### config.mk
export PLATFORM = sky130hd
export DESIGN_NAME = ram_port_arbiter
export DESIGN_NICKNAME = d
export VERILOG_FILES = /design/src/rtl/ram_arb_pkg.sv /design/src/rtl/ram_rr_arb2.sv /design/src/rtl/ram_port_arbiter.sv
export SDC_FILE = /design/constraint.sdc
export NUM_CORES = 1
export LEC_CHECK = 0
export CAP_MARGIN = 0
export CORE_MARGIN = 2
export CORE_UTILIZATION = 33
export CTS_BUF_LIST = sky130_fd_sc_hd__clkbuf_4 sky130_fd_sc_hd__clkbuf_8 sky130_fd_sc_hd__clkbuf_16
export CTS_CLUSTER_DIAMETER = 30
export DETAILED_ROUTE_END_ITERATION = 7
export GPL_TIMING_DRIVEN = 0
export MAX_ROUTING_LAYER = met4
export PLACE_DENSITY = 0.71
export SLEW_MARGIN = 20
export SYNTH_ARGS = -nofsm -noshare
export SYNTH_HDL_FRONTEND = slang
export SYNTH_SLANG_ARGS = --single-unit
### constraint.sdc
create_clock -name clk -period 1.3 [get_ports clk]
set_input_delay 0.26 -clock clk [delete_from_list [all_inputs] [get_ports clk]]
set_output_delay 0.26 -clock clk [all_outputs]
set_load 0.05 [all_outputs]
### src/rtl/ram_arb_pkg.sv
`default_nettype none
// +--------------------------------------------------------------------+
// | ram_arb_pkg : shared types for the single-port RAM arbiter          |
// | Rev 1.0                                                              |
// +--------------------------------------------------------------------+
package ram_arb_pkg;

  typedef enum logic [0:0] {
    ST_INIT = 1'b0,
    ST_RUN  = 1'b1
  } state_t;

  typedef logic req_id_t;

  function automatic req_id_t other_req(input req_id_t id);
    return ~id;
  endfunction

endpackage
`default_nettype wire

### src/rtl/ram_rr_arb2.sv
`default_nettype none
// +--------------------------------------------------------------------+
// | ram_rr_arb2 : two-input round-robin arbiter with pointer register   |
// | Rev 1.0                                                              |
// +--------------------------------------------------------------------+
module ram_rr_arb2
  import ram_arb_pkg::*;
(
  input  logic       clk,
  input  logic       rst,
  input  logic [1:0] valid,
  output logic [1:0] grant
);

  req_id_t r_ptr;

  always_comb begin
    grant = 2'b00;
    case (valid)
      2'b01:   grant = 2'b01;
      2'b10:   grant = 2'b10;
      2'b11:   grant = r_ptr ? 2'b10 : 2'b01;
      default: grant = 2'b00;
    endcase
  end

  // The pointer always moves away from whoever just won.
  always_ff @(posedge clk) begin
    if (rst) begin
      r_ptr <= 1'b0;
    end else if (|grant) begin
      r_ptr <= other_req(req_id_t'(grant[1]));
    end
  end

endmodule
`default_nettype wire

### src/rtl/ram_port_arbiter.sv
`default_nettype none
// +--------------------------------------------------------------------+
// | ram_port_arbiter : init sweep, then two-requester RAM port sharing  |
// | Rev 1.0                                                              |
// +--------------------------------------------------------------------+
`ifndef DATA_WIDTH
`define DATA_WIDTH 8
`endif
`ifndef DATA_DEPTH
`define DATA_DEPTH 16
`endif
module ram_port_arbiter
  import ram_arb_pkg::*;
#(
  parameter int                    DATA_WIDTH = `DATA_WIDTH,
  parameter int                    DATA_DEPTH = `DATA_DEPTH,
  parameter logic [DATA_WIDTH-1:0] INIT_VALUE = '0,
  localparam int                   ADDR_WIDTH = $clog2(DATA_DEPTH)
)(
  input  logic                  clk,
  input  logic                  rst,
  input  logic                  req0_valid,
  input  logic                  req0_we,
  input  logic [ADDR_WIDTH-1:0] req0_addr,
  input  logic [DATA_WIDTH-1:0] req0_wdata,
  output logic                  req0_ready,
  output logic                  rsp0_valid,
  output logic [DATA_WIDTH-1:0] rsp0_rdata,
  input  logic                  req1_valid,
  input  logic                  req1_we,
  input  logic [ADDR_WIDTH-1:0] req1_addr,
  input  logic [DATA_WIDTH-1:0] req1_wdata,
  output logic                  req1_ready,
  output logic                  rsp1_valid,
  output logic [DATA_WIDTH-1:0] rsp1_rdata,
  output logic                  ram_we,
  output logic [ADDR_WIDTH-1:0] ram_addr,
  output logic [DATA_WIDTH-1:0] ram_din,
  input  logic [DATA_WIDTH-1:0] ram_dout,
  output logic                  init_done
);

  localparam logic [ADDR_WIDTH-1:0] C_LAST_ADDR = ADDR_WIDTH'(DATA_DEPTH - 1);

  state_t                r_state, w_state_nxt;
  logic [ADDR_WIDTH-1:0] r_init_addr, w_init_addr_nxt;
  logic [ADDR_WIDTH-1:0] r_addr_hold;
  logic [DATA_WIDTH-1:0] r_din_hold;
  logic [1:0]            r_rsp_pend, w_rsp_pend_nxt;
  logic [1:0]            w_arb_valid;
  logic [1:0]            w_grant;
  logic                  w_run;

  // Gating with rst keeps every output quiet during the reset cycle itself.
  assign w_run       = (r_state == ST_RUN) && !rst;
  assign w_arb_valid = {req1_valid, req0_valid} & {2{w_run}};

  ram_rr_arb2 u_arb (
    .clk   (clk),
    .rst   (rst),
    .valid (w_arb_valid),
    .grant (w_grant)
  );

  always_ff @(posedge clk) begin
    if (rst) begin
      r_state     <= ST_INIT;
      r_init_addr <= '0;
      r_addr_hold <= '0;
      r_din_hold  <= '0;
      r_rsp_pend  <= 2'b00;
    end else begin
      r_state     <= w_state_nxt;
      r_init_addr <= w_init_addr_nxt;
      r_addr_hold <= ram_addr;
      r_din_hold  <= ram_din;
      r_rsp_pend  <= w_rsp_pend_nxt;
    end
  end

  always_comb begin
    w_state_nxt     = r_state;
    w_init_addr_nxt = r_init_addr;
    w_rsp_pend_nxt  = 2'b00;
    ram_we          = 1'b0;
    ram_addr        = r_addr_hold;
    ram_din         = r_din_hold;
    init_done       = 1'b0;
    req0_ready      = w_grant[0];
    req1_ready      = w_grant[1];
    if (rst) begin
      ram_addr = '0;
      ram_din  = '0;
    end else begin
      case (r_state)
        ST_INIT: begin
          ram_we          = 1'b1;
          ram_addr        = r_init_addr;
          ram_din         = INIT_VALUE;
          w_init_addr_nxt = r_init_addr + ADDR_WIDTH'(1);
          if (r_init_addr == C_LAST_ADDR) begin
            w_state_nxt     = ST_RUN;
            w_init_addr_nxt = '0;
          end
        end
        ST_RUN: begin
          init_done = 1'b1;
          if (w_grant[0]) begin
            ram_we            = req0_we;
            ram_addr          = req0_addr;
            ram_din           = req0_wdata;
            w_rsp_pend_nxt[0] = !req0_we;
          end else if (w_grant[1]) begin
            ram_we            = req1_we;
            ram_addr          = req1_addr;
            ram_din           = req1_wdata;
            w_rsp_pend_nxt[1] = !req1_we;
          end
        end
        default: w_state_nxt = ST_INIT;
      endcase
    end
  end

  assign rsp0_valid = r_rsp_pend[0] && !rst;
  assign rsp1_valid = r_rsp_pend[1] && !rst;
  assign rsp0_rdata = rsp0_valid ? ram_dout : '0;
  assign rsp1_rdata = rsp1_valid ? ram_dout : '0;

endmodule
`default_nettype wire
# Yosys cells after proc, flatten, opt, wreduce, memory -nomap -nowiden
# Cells that the tools add are included.
# totals
inputBits	38
mem_bits_ro	0
output_inout_bits	34
ram_bits	0
latch_bits	0
regBits	20
memories	0
# op_classes
n_addsub	1
eq_ne	4
n_mux	21
order_cmp	0
div	0
mul	0
n_bitwise	4
n_reduce_logical	9
shifts	0
# ops
operator	count
$mux 8	5
$mux 4	4
$pmux 8 s2	1
$pmux 4 s2	1
$mux 1	7
$pmux 2 s3	1
$add 4x1->4 const B	1
$eq 2x2->1 const B	2
$eq 4x4->1 const B	1
$reduce_or 4->1	1
$logic_and 1x1->1	3
$logic_not 1->1	3
$not 1->1	3
$reduce_or 3->1	1
$and 2x2->2	1
$eq 2x1->1 const B	1
$mux 2	1
$pmux 1 s2	1
$reduce_or 2->1	1

# Logic depth before layout (Yosys ltp)
# Gate-level depths: netlist of the first run.
# depth
depth_word	9
ltp_mapped	7
mapped_depth_nobuf	5

# Modules after synthesis
# From an unflattened synthesis of the first run, not the netlist that was laid out.
# unflattened
cells_unflattened	134
hier_area_um2	1174.9
# modules_own_cells
mod	n_inst	area_per_inst_um2	cells_each
ram_port_arbiter	1	1124.8	128
ram_rr_arb2	1	50.0	6

# Worst setup path before layout of the first run
# OpenSTA, ideal clock, no wires.
# synth_path
kind	register to output
from	register u_arb.r_ptr
to	output ram_addr[2]
arrival_time_ns	2.425
path_slack_ns	-1.385
n_path_buf	1
path_stages_with_launch	6
t_required_ns	1.040
cell_sequence	dfxtp_1 -> a21bo_4 -> buf_6 -> o31ai_4 -> a311oi_1 -> nor4_1
# synth_via
elab_chain_len	6
# synth_lines
element	line_no	text
start: declaration	ram_rr_arb2.sv:15	req_id_t r_ptr;
start signal: assignment	ram_rr_arb2.sv:32	r_ptr <= other_req(req_id_t'(grant[1]));
$mux 2 (*)	ram_rr_arb2.sv:22	2'b11: grant = r_ptr ? 2'b10 : 2'b01;
$pmux 2 s3 (*)	ram_rr_arb2.sv:19	case (valid)
$mux 4	ram_port_arbiter.sv:113	end else if (w_grant[1]) begin
$mux 4 (*)	ram_port_arbiter.sv:108	if (w_grant[0]) begin
$pmux 4 s2 (*)	ram_port_arbiter.sv:95	case (r_state)
$mux 4 (*)	ram_port_arbiter.sv:91	if (rst) begin
end: declaration	ram_port_arbiter.sv:37	output logic [ADDR_WIDTH-1:0] ram_addr,
# Mark *: on every way between the ends. The rest lies on a longest branch, timed or not.

# Worst setup path after layout of the first run
# Ends and elaborated chain as after synthesis.

==> out/results.txt, run 1 <==
Status: finished, violations left
Violated checks: setup timing
Register area share after synthesis: 33.44%
Delay-heaviest family, CP: simple AND/OR/NAND/NOR gates
Hold_buf cts: 0
Worst Tran Pin Value: 0.4035 ns
Initial Utilization: 35.05%
Area grow syn2layout: 142.7%
Vias in the first global route: 1,622
Seq cells post-synth: 20
Largest net degree at the start of global routing: 11
Startpoint types: flop
IO buf count: 71
Worst skew pair latency: 0.30 ns
Mapped Area: 0.001197 mm²
Dpl cells: 266
Largest stage delay on the critical path: 0.36 ns
YS warnings: 0
Final hold vios: 0
H-tree levels: 1
Sequential power share: 50.4%
Initial antenna violation count: 0
Critical path required time: 1.04 ns
CTS tree: done
Clk buf depth: 2
Worst path cell trace: or2b_4 -> a31oi_1 -> a311oi_4 -> nor4_4 -> buf_6
Fillers: 186
Rel. slew slack: 73.10%
Share of post-route cells with drive strength above 1: 61.07%
Row count: 21
IR drop worst, VDD: 0.4110 mV
Pins Over Slew Limit: 0
WP buf/inv: 1
Overall Global Routing Usage: 25.59%
DRT antenna net count: 0
Final wirelength: 5.362 mm
Int Pwr: 905.7 µW
Overflow after GRT: 0
Die area: 0.004126 mm²
FF-to-FF path depth: 6
Post-route clock period utilization: 161.6%
Leakage power: 0.001043 µW
Residual DRC: 0
Top cells by area, synth: dfxtp_1, and2_1, mux2i_1
Critical Path Start: u_arb.r_ptr$_SDFFE_PP0P_
Synth area leader: dfxtp_1
Critical R2R Capture: r_din_hold[4]$_SDFF_PP0_
Die height: 64.24 µm
Reg2reg start: u_arb.r_ptr$_SDFFE_PP0P_
CP max stage cell: dfxtp_2
Drt first pass iters: 4
Clock network power share: 24.4%
# diodes: 0
Critical path class: flop to primary output
Die Wd: 64.24 µm
Hold Crit Class: primary input to flop
FMAX: 476.0 MHz
Total number of vias: 1,527
DRT iter0 DRCs: 62
Critical Path Stages: 5
Post-route insts no fill: 290
Place WS: -1.522 ns
Root Driver: clkbuf_4
R2R Setup Slk: -0.22 ns
Worst clock skew: 0.005789 ns
Setup TNS: -14.99 ns
Clk sink count: 20
Comb pwr share: 25.2%
Vias per Instance: 5.266
Clock slew at reported path FFs: 0.12 ns
DP HPWL: 3.157 mm
First-pass GRT wire length: 7.941 mm
Layout Nets: 285
Avg Cell Area, Syn: 8.036 µm²
Synthesized net count: 188
Critical path capture point: ram_addr[2]
Worst hold margin: 0.4963 ns
Routability Congestion: 0.8235
Worst setup margin: -0.8008 ns
Synth top area share: 33.44%
Fin crit period: 2.101 ns
RSZ-0062 raised after global routing: true
Pwr dens: 436.2 mW/mm²
Max cap viols: 0
Worst setup EP type: primary output
P_sw: 362.2 µW
Endpoints failing setup: 45
Critical Path AT: 1.84 ns
CTS buffer count: 3
Switching Share: 28.57%
Core area: 0.003416 mm²
Top-Level Pins: 72
Final routed wire length divided by cell count: 18.49 µm
Synth cell types: 31
Syn Inst Count: 149
Crit Path Max Fanout: 4
-- flip-flops by register name, indices dropped and copies added (netlist names) --
signal	flops
r_din_hold	8
r_addr_hold	4
r_init_addr	4
r_rsp_pend	2
r_state	1
u_arb.r_ptr	1
-- worst register-to-register path, cell delays in order (launching register included) --
cell and delay [ns]:
dfxtp_2 0.36, or2b_4 0.28, nand3_4 0.13, buf_12 0.16
mux2i_4 0.30, buf_6 0.13, a21oi_2 0.04
-- cell usage in the layout (no fill, tap or decap), types with 3 or more instances in the layout --
master / synthesis / routed
mux2i_4: 0 / 8
a21oi_4: 0 / 8
o21ai_1: 0 / 8
nor2b_4: 0 / 3
dfxtp_2: 0 / 3
nor2_1: 14 / 9
clkdlybuf4s50_1: 0 / 34
clkbuf_4: 0 / 3
buf_4: 1 / 16
a31oi_1: 6 / 5
a21oi_2: 0 / 8
nor4_2: 0 / 3
dfxtp_1: 20 / 16
inv_1: 10 / 7
buf_8: 0 / 24
nor4_4: 0 / 3
and2_4: 0 / 16
buf_6: 2 / 22
o31ai_4: 1 / 3
nor2_2: 0 / 4
-- metrics by stage --
stage          total power, µW  instance area (µm²)  util, %
3_5_place_dp             928.5                 2382    69.74
5_1_grt                   1325                 2907    85.09
3_3_place_gp             920.2                 2382    69.74
6_report                  1268                 2907    85.09
4_1_cts                   1258                 2761    80.84
2_1_floorplan            770.8                 1614        -
-- Yosys cell counts (all sizes together) --
library cell and number:
dfxtp 20, a21oi 17, and2 16, nor2 14, inv 10, mux2i 9, o21ai 9, buf 7
a31oi 6, nor4 6, a311oi 5, clkbuf 5, nor2b 5, nand2 3, o31ai 3, nand3 2
o32ai 2, a211oi 1, a21bo 1, a21o 1, a22oi 1, ha 1, nand2b 1, nor3 1
or2 1, or2b 1, xnor2 1
-- how the worst min path moves through the flow --
stage / slack (ns) / startpoint / endpoint / cells after the start
floorplan: 0.33 / req0_we / r_rsp_pend[0]$_SDFF_PP0_ / 1
global placement: 0.51 / u_arb.r_ptr$_SDFFE_PP0P_ / u_arb.r_ptr$_SDFFE_PP0P_ / 2
detailed placement: 0.53 / u_arb.r_ptr$_SDFFE_PP0P_ / u_arb.r_ptr$_SDFFE_PP0P_ / 2
CTS: 0.49 / rst / r_addr_hold[2]$_SDFF_PP0_ / 3
global route: 0.49 / rst / r_addr_hold[2]$_SDFF_PP0_ / 3
finish: 0.50 / rst / r_addr_hold[2]$_SDFF_PP0_ / 3
-- cell type report --
type | count | area, µm² | share of cell area (%)
inverter | 10 | 50.05 | 1.722
clock buffer | 3 | 22.52 | 0.7749
sequential | 20 | 407.9 | 14.03
multi-input combinational | 107 | 1189 | 40.90
buffer | 10 | 130.1 | 4.477
tap | 46 | 57.56 | 1.980
timing repair buffer | 94 | 1050 | 36.12
-- power by group through the flow --
stage               registers (µW)  logic, µW  clock network, µW
finish                         639        320                309
global route                   642        339                344
CTS                            640        302                316
detailed placement             654        274                  0
global placement               652        268                  0
floorplan                      650        120                  0
-- routing by layer --
metal / part of all wire [%] / track usage (%) / vias to the layer above
met2: 56 / 48.31 / 60
met3: 4.6 / 3.345 / 4
met5: 0 / - / -
met1: 39 / 28.74 / 744
li1: - / - / 719
met4: 0.58 / 5.053 / 0
-- repair_timing --
item	in CTS	in global routing
pin swaps	12	11
resized for setup	296	31
setup endpoints to repair	53	47
buffers inserted	15	6
cloned	2	0
-- kinds of logic (layout without fill, tap and decap cells) --
group | after synthesis | in the layout | share of synthesized area (%)
AO/OA/AOI/OAI | 46 | 46 | 25.39
AND/OR/NAND/NOR | 50 | 50 | 22.99
flip-flops | 20 | 20 | 33.44
buffers and inverters | 22 | 117 | 8.883
multiplexers | 9 | 9 | 7.524
adder cells (fa/ha/maj) | 1 | 1 | 1.045
XOR/XNOR | 1 | 1 | 0.7316
No activity file was read; power rests on OpenSTA's default activity.
==> run 2: changes to the inputs <==
--- a/config.mk
+++ b/config.mk
@@ -13,7 +13,7 @@
 export DETAILED_ROUTE_END_ITERATION = 7
 export GPL_TIMING_DRIVEN = 0
 export MAX_ROUTING_LAYER = met4
-export PLACE_DENSITY = 0.71
+export PLACE_DENSITY = 0.84
 export SLEW_MARGIN = 20
 export SYNTH_ARGS = -nofsm -noshare
 export SYNTH_HDL_FRONTEND = slang
==> out/results.txt, run 2 (synthesis results as in run 1) <==
Overall Global Routing Usage: 23.74% (-1.8 points)
Leakage power: 0.001123 µW (+7.7%)
FF-to-FF path depth: 12 (+6)
Startpoint types: flop
Share of post-route cells with drive strength above 1: 59.14% (-1.9 points)
Clk buf depth: 2 (unchanged)
Worst skew pair latency: 0.30 ns (about the same)
Vias in the first global route: 1,509 (-7.0%)
Area of the multi-input gates: 0.001131 mm² (-4.8%)
FMAX: 475.3 MHz (-0.15%)
IR drop worst, VDD: 0.4427 mV (+7.7%)
Fin util: 87.91% (+2.8 points)
Top-Level Pins: 72 (unchanged)
Rel. slew slack: 73.60% (+0.50 points)
Final routed wire length divided by cell count: 18.27 µm (-1.2%)
WHS Path Cells: 2 (-1)
Max reg flops: 8 (unchanged)
Routability Congestion: 0.7805 (-5.2%)
Most common cell after layout, fill and taps aside: buf_6
Initial antenna violation count: 0 (unchanged)
Pwr dens: 442.4 mW/mm² (+1.4%)
Final hold vios: 0 (unchanged)
Status: finished, violations left
Place WS: -1.504 ns (+0.01816 ns)
Die height: 64.24 µm (unchanged)
DP HPWL: 3.014 mm (-4.5%)
Crit Path Max Fanout: 4 (unchanged)
Row count: 21 (unchanged)
Critical path required time: 1.04 ns (about the same)
Clk sink count: 20 (unchanged)
Worst setup margin: -0.8040 ns (-0.003197 ns)
Pins Over Slew Limit: 0 (unchanged)
Dpl cells: 266 (unchanged)
Register area: 407.9 µm² (unchanged)
Core area: 0.003416 mm² (unchanged)
Residual DRC: 0 (unchanged)
Worst setup EP type: primary output
H-tree levels: 1 (unchanged)
Die area: 0.004126 mm² (unchanged)
Final wirelength: 5.536 mm (+3.2%)
Most frequent cells in the layout: buf_6, clkdlybuf4s50_1, buf_8
Vias per Instance: 5.287 (+0.41%)
Worst clock skew: 0.01073 ns (+0.004946 ns)
Fillers: 147 (-21%)
CTS tree: done
Post-route clock period utilization: 161.8% (+0.25 points)
Hold Crit Class: flop to flop
Clock slew at reported path FFs: 0.11 ns (about the same)
Critical path class: flop to primary output
Die Wd: 64.24 µm (unchanged)
Violated checks: setup timing
Overflow after GRT: 0 (unchanged)
IO buf count: 71 (unchanged)
Worst Tran Pin Value: 0.3933 ns (-0.01021 ns)
CTS buffer count: 3 (unchanged)
RSZ-0062 raised after global routing: true
Drt first pass iters: 4 (unchanged)
First-pass GRT wire length: 7.431 mm (-6.4%)
DRT antenna net count: 0 (unchanged)
Initial Utilization: 35.05% (unchanged)
Top reg by flops: r_din_hold
Post-route insts no fill: 303 (+4.5%)
DRT iter0 DRCs: 67 (+8.1%)
Max cap viols: 0 (unchanged)
Top Registers: r_din_hold x8, r_addr_hold x4, r_init_addr x4
Critical Path AT: 1.84 ns (about the same)
Root Driver: clkbuf_4
Fin crit period: 2.104 ns (+0.003197 ns)
Area grow syn2layout: 150.8%
Largest net degree at the start of global routing: 12 (+1)
# diodes: 0 (unchanged)
Layout Nets: 297 (+4.2%)
Endpoints failing setup: 45 (unchanged)
Total number of vias: 1,602 (+4.9%)
run 2: final cells by class:
class	instances	area share [%]
repair buffers	108	40.71
multi-input cells	107	37.67
flip-flops and latches	20	13.58
plain buffers	8	3.250
well taps	46	1.917
inverters	10	1.667
clock buffers	4	1.208
run 2: per-stage QoR:
stage	hold WS, ns	total power, µW	area, µm²	TNS (ns)
floorplan	0.3324	770.8	1614	-6.109
global placement	0.5057	925.1	2382	-50.41
detailed placement	0.5144	931.2	2382	-50.92
CTS	0.5442	1317	2786	-14.79
global route	0.5832	1378	3003	-18.64
finish	0.5534	1329	3003	-16.37
run 2: worst paths after layout:
| check | from | to | slack [ns] |
|---|---|---|---|
| setup / recovery | u_arb.r_ptr$_SDFFE_PP0P_ | ram_addr[2] | -0.80 |
| hold / removal | u_arb.r_ptr$_SDFFE_PP0P_ | u_arb.r_ptr$_SDFFE_PP0P_ | 0.55 |
| setup reg to reg | u_arb.r_ptr$_SDFFE_PP0P_ | r_din_hold[5]$_SDFF_PP0_ | -0.73 |
| hold reg to reg | u_arb.r_ptr$_SDFFE_PP0P_ | u_arb.r_ptr$_SDFFE_PP0P_ | 0.55 |
run 2: routing by layer:
layer  wire length, µm  track usage, %  vias to the layer above
met1              2078           26.27                      751
met4               259           5.585                        0
li1                  -               -                      745
met5                 0               -                        -
met3               272           1.937                       20
met2              2927           45.70                       86
run 2: timing repair:
| action | 4_1_cts | 5_1_grt |
|---|---|---|
| cloned | 2 | 0 |
| hold buffers | 0 | 0 |
| pin swaps | 12 | 10 |
| setup buffers | 16 | 20 |
| gates resized for setup | 294 | 38 |
| setup endpoints to repair | 53 | 48 |
run 2: worst max-delay path, cell delays in order (launching register included):
cell and delay (ns):
dfxtp_4 0.38, a21bo_4 0.23, buf_6 0.13, o31ai_4 0.21
buf_6 0.14, nor2_4 0.04, nor4_4 0.22, buf_6 0.19
run 2: power by group:
group	internal (µW)	switching, µW
logic	177	144
clock network	171	199
registers	624	14.7
total	971	357
==> run 3: changes to the inputs <==
--- a/config.mk
+++ b/config.mk
@@ -6,7 +6,7 @@
 export NUM_CORES = 1
 export LEC_CHECK = 0
 export CAP_MARGIN = 0
-export CORE_MARGIN = 2
+export CORE_MARGIN = 5
 export CORE_UTILIZATION = 33
 export CTS_BUF_LIST = sky130_fd_sc_hd__clkbuf_4 sky130_fd_sc_hd__clkbuf_8 sky130_fd_sc_hd__clkbuf_16
 export CTS_CLUSTER_DIAMETER = 30
@@ -14,6 +14,7 @@
 export GPL_TIMING_DRIVEN = 0
 export MAX_ROUTING_LAYER = met4
 export PLACE_DENSITY = 0.84
+export SKIP_CTS_REPAIR_TIMING = 1
 export SLEW_MARGIN = 20
 export SYNTH_ARGS = -nofsm -noshare
 export SYNTH_HDL_FRONTEND = slang
==> out/results.txt, run 3 (synthesis results as in run 1) <==
Final hold vios: 0 (unchanged)
Int Pwr: 894.8 µW (-7.9%)
Clock network power share: 25.4% (-2.4 points)
Worst path cell trace: buf_4 -> nor2b_2 -> nor2_4 -> a311oi_1 -> nor4_4 -> buf_6
Total number of vias: 1,606 (+0.25%)
Core area: 0.003416 mm² (unchanged)
Leakage power: 0.001072 µW (-4.5%)
CTS tree: done
FMAX: 459.3 MHz (-3.4%)
Critical path class: flop to primary output
Violated checks: setup timing
Final wirelength: 5.617 mm (+1.5%)
Vias per Instance: 5.500 (+4.0%)
Critical Path AT: 1.92 ns (+0.08 ns)
Layout Nets: 287 (-3.4%)
Die Wd: 70.24 µm (+9.3%)
Worst setup EP type: primary output
Clk buf depth: 2 (unchanged)
Area grow syn2layout: 141.4%
Most frequent cells in the layout: clkdlybuf4s50_1, buf_6, buf_8
Worst setup margin: -0.8771 ns (-0.07309 ns)
Residual DRC: 0 (unchanged)
Hold Crit Class: primary input to flop
Switching Share: 29.30% (+2.4 points)
Critical path required time: 1.04 ns (about the same)
Area of placed instances: 0.002382 mm² (unchanged)
Endpoints failing setup: 46 (+2.2%)
Clk sink count: 20 (unchanged)
Status: finished, violations left
DRT iter0 DRCs: 47 (-30%)
RSZ-0062 raised after global routing: true
Crit Path Max Fanout: 3 (-1)
Design Area, Final: 0.002890 mm² (-3.8%)
Worst Tran Pin Value: 0.6051 ns (+0.2117 ns)
Pins Over Slew Limit: 0 (unchanged)
Startpoint types: flop
CP max stage cell: a311oi_1
Initial antenna violation count: 0 (unchanged)
Max reg flops: 8 (unchanged)
Top-Level Pins: 72 (unchanged)
Final routed wire length divided by cell count: 19.24 µm (+5.3%)
Drt first pass iters: 5 (+1)
Worst hold margin: 0.4970 ns (-0.05640 ns)
Sequential power share: 50.6% (+2.5 points)
Top reg by flops: r_din_hold
Top Registers: r_din_hold x8, r_addr_hold x4, r_init_addr x4
Delay-heaviest family, CP: compound AO/OA/AOI/OAI gates
Max cap viols: 0 (unchanged)
# diodes: 0 (unchanged)
CTS buffer count: 3 (unchanged)
First-pass GRT wire length: 6.541 mm (-12%)
DP HPWL: 3.320 mm (+10%)
Overall Global Routing Usage: 17.15% (-6.6 points)
Overflow after GRT: 0 (unchanged)
Die height: 70.24 µm (+9.3%)
WP buf/inv: 2 (-1)
Vias in the first global route: 1,369 (-9.3%)
P_sw: 370.9 µW (+3.9%)
IR drop worst, VDD: 0.3897 mV (-12%)
Comb pwr share: 24.0% (about the same)
Clock slew at reported path FFs: 0.13 ns (+0.02 ns)
Worst skew pair latency: 0.31 ns (about the same)
IO buf count: 71 (unchanged)
Root Driver: clkbuf_4
Row count: 21 (unchanged)
Pwr dens: 437.9 mW/mm² (-1.0%)
Routability Congestion: 0.8161 (+4.6%)
Post-route clock period utilization: 167.5% (+5.6 points)
Largest stage delay on the critical path: 0.56 ns (+0.18 ns)
Worst clock skew: 0.007253 ns (-0.003481 ns)
Share of post-route cells with drive strength above 1: 57.72% (-1.4 points)
Fin crit period: 2.177 ns (+0.07309 ns)
Largest net degree at the start of global routing: 11 (-1)
DRT antenna net count: 0 (unchanged)
Rel. slew slack: 59.24% (-14 points)
Die area: 0.004933 mm² (+20%)
Most common cell after layout, fill and taps aside: clkdlybuf4s50_1
Initial Utilization: 35.05% (unchanged)
H-tree levels: 1 (unchanged)
-- run 3: changes by cell type in the layout (fill, tap and decap cells not counted), sizes merged --
cell and change:
buf -10, clkbuf -1, clkdlybuf4s15 -1, dlygate4sd2 -2
dlymetal6s2s +3
-- run 3: worst paths after layout --
| kind | end | start | slack, ns | depth (start not counted) |
|---|---|---|---|---|
| worst max register to register | r_addr_hold[2]$_SDFF_PP0_ | u_arb.r_ptr$_SDFFE_PP0P_ | -0.29 | 5 |
| worst min register to register | r_din_hold[7]$_SDFF_PP0_ | r_din_hold[7]$_SDFF_PP0_ | 0.60 | 2 |
| worst min-delay path | r_addr_hold[3]$_SDFF_PP0_ | rst | 0.50 | 3 |
| worst max-delay path | ram_addr[2] | u_arb.r_ptr$_SDFFE_PP0P_ | -0.88 | 6 |
-- run 3: layout make-up --
type                    count  area [µm²]
clock buffers               3       22.52
well taps                  46       57.56
fillers                   180       525.5
flip-flops and latches     20       406.6
repair buffers             94        1040
inverters                  10       50.05
plain buffers              12       142.6
multi-input cells         107        1171
-- run 3: power by group through the flow --
stage | clock network (µW) | registers, µW | logic [µW]
after global routing | 343 | 642 | 321
after detailed placement | 0 | 653 | 275
after global placement | 0 | 653 | 271
final | 321 | 640 | 304
after floorplan | 0 | 650 | 120
after CTS | 313 | 640 | 276
-- run 3: metrics by stage --
step           setup WS (ns)  TNS, ns  total power [µW]  instances  util [%]
4_1_cts               -1.566   -44.78              1229        269     70.40
6_report             -0.8771   -17.58              1266        292     84.62
2_1_floorplan        -0.5362   -6.109             770.8        149         -
3_5_place_dp          -1.562   -51.08             928.4        266     69.74
3_3_place_gp          -1.533   -50.52             924.1        266     69.74
5_1_grt              -0.9945   -20.10              1305        292     84.62
-- run 3: worst register-to-register path, delay by kind of cell (launching register included) --
family | cells | cell delay (ns)
AO/OA/AOI/OAI | 1 | 0.56
AND/OR/NAND/NOR | 3 | 0.40
flip-flops | 1 | 0.37
buffers and inverters | 1 | 0.14
-- run 3: per-layer routing --
metal / global-route usage [%] / vias up / part of all wire, % / wire (µm)
met4: 8.511 / 0 / 2.3 / 131
li1: - / 732 / - / -
met5: - / - / 0 / 0
met1: 20.38 / 777 / 39 / 2189
met2: 28.69 / 83 / 53 / 2986
met3: 1.722 / 14 / 5.5 / 310
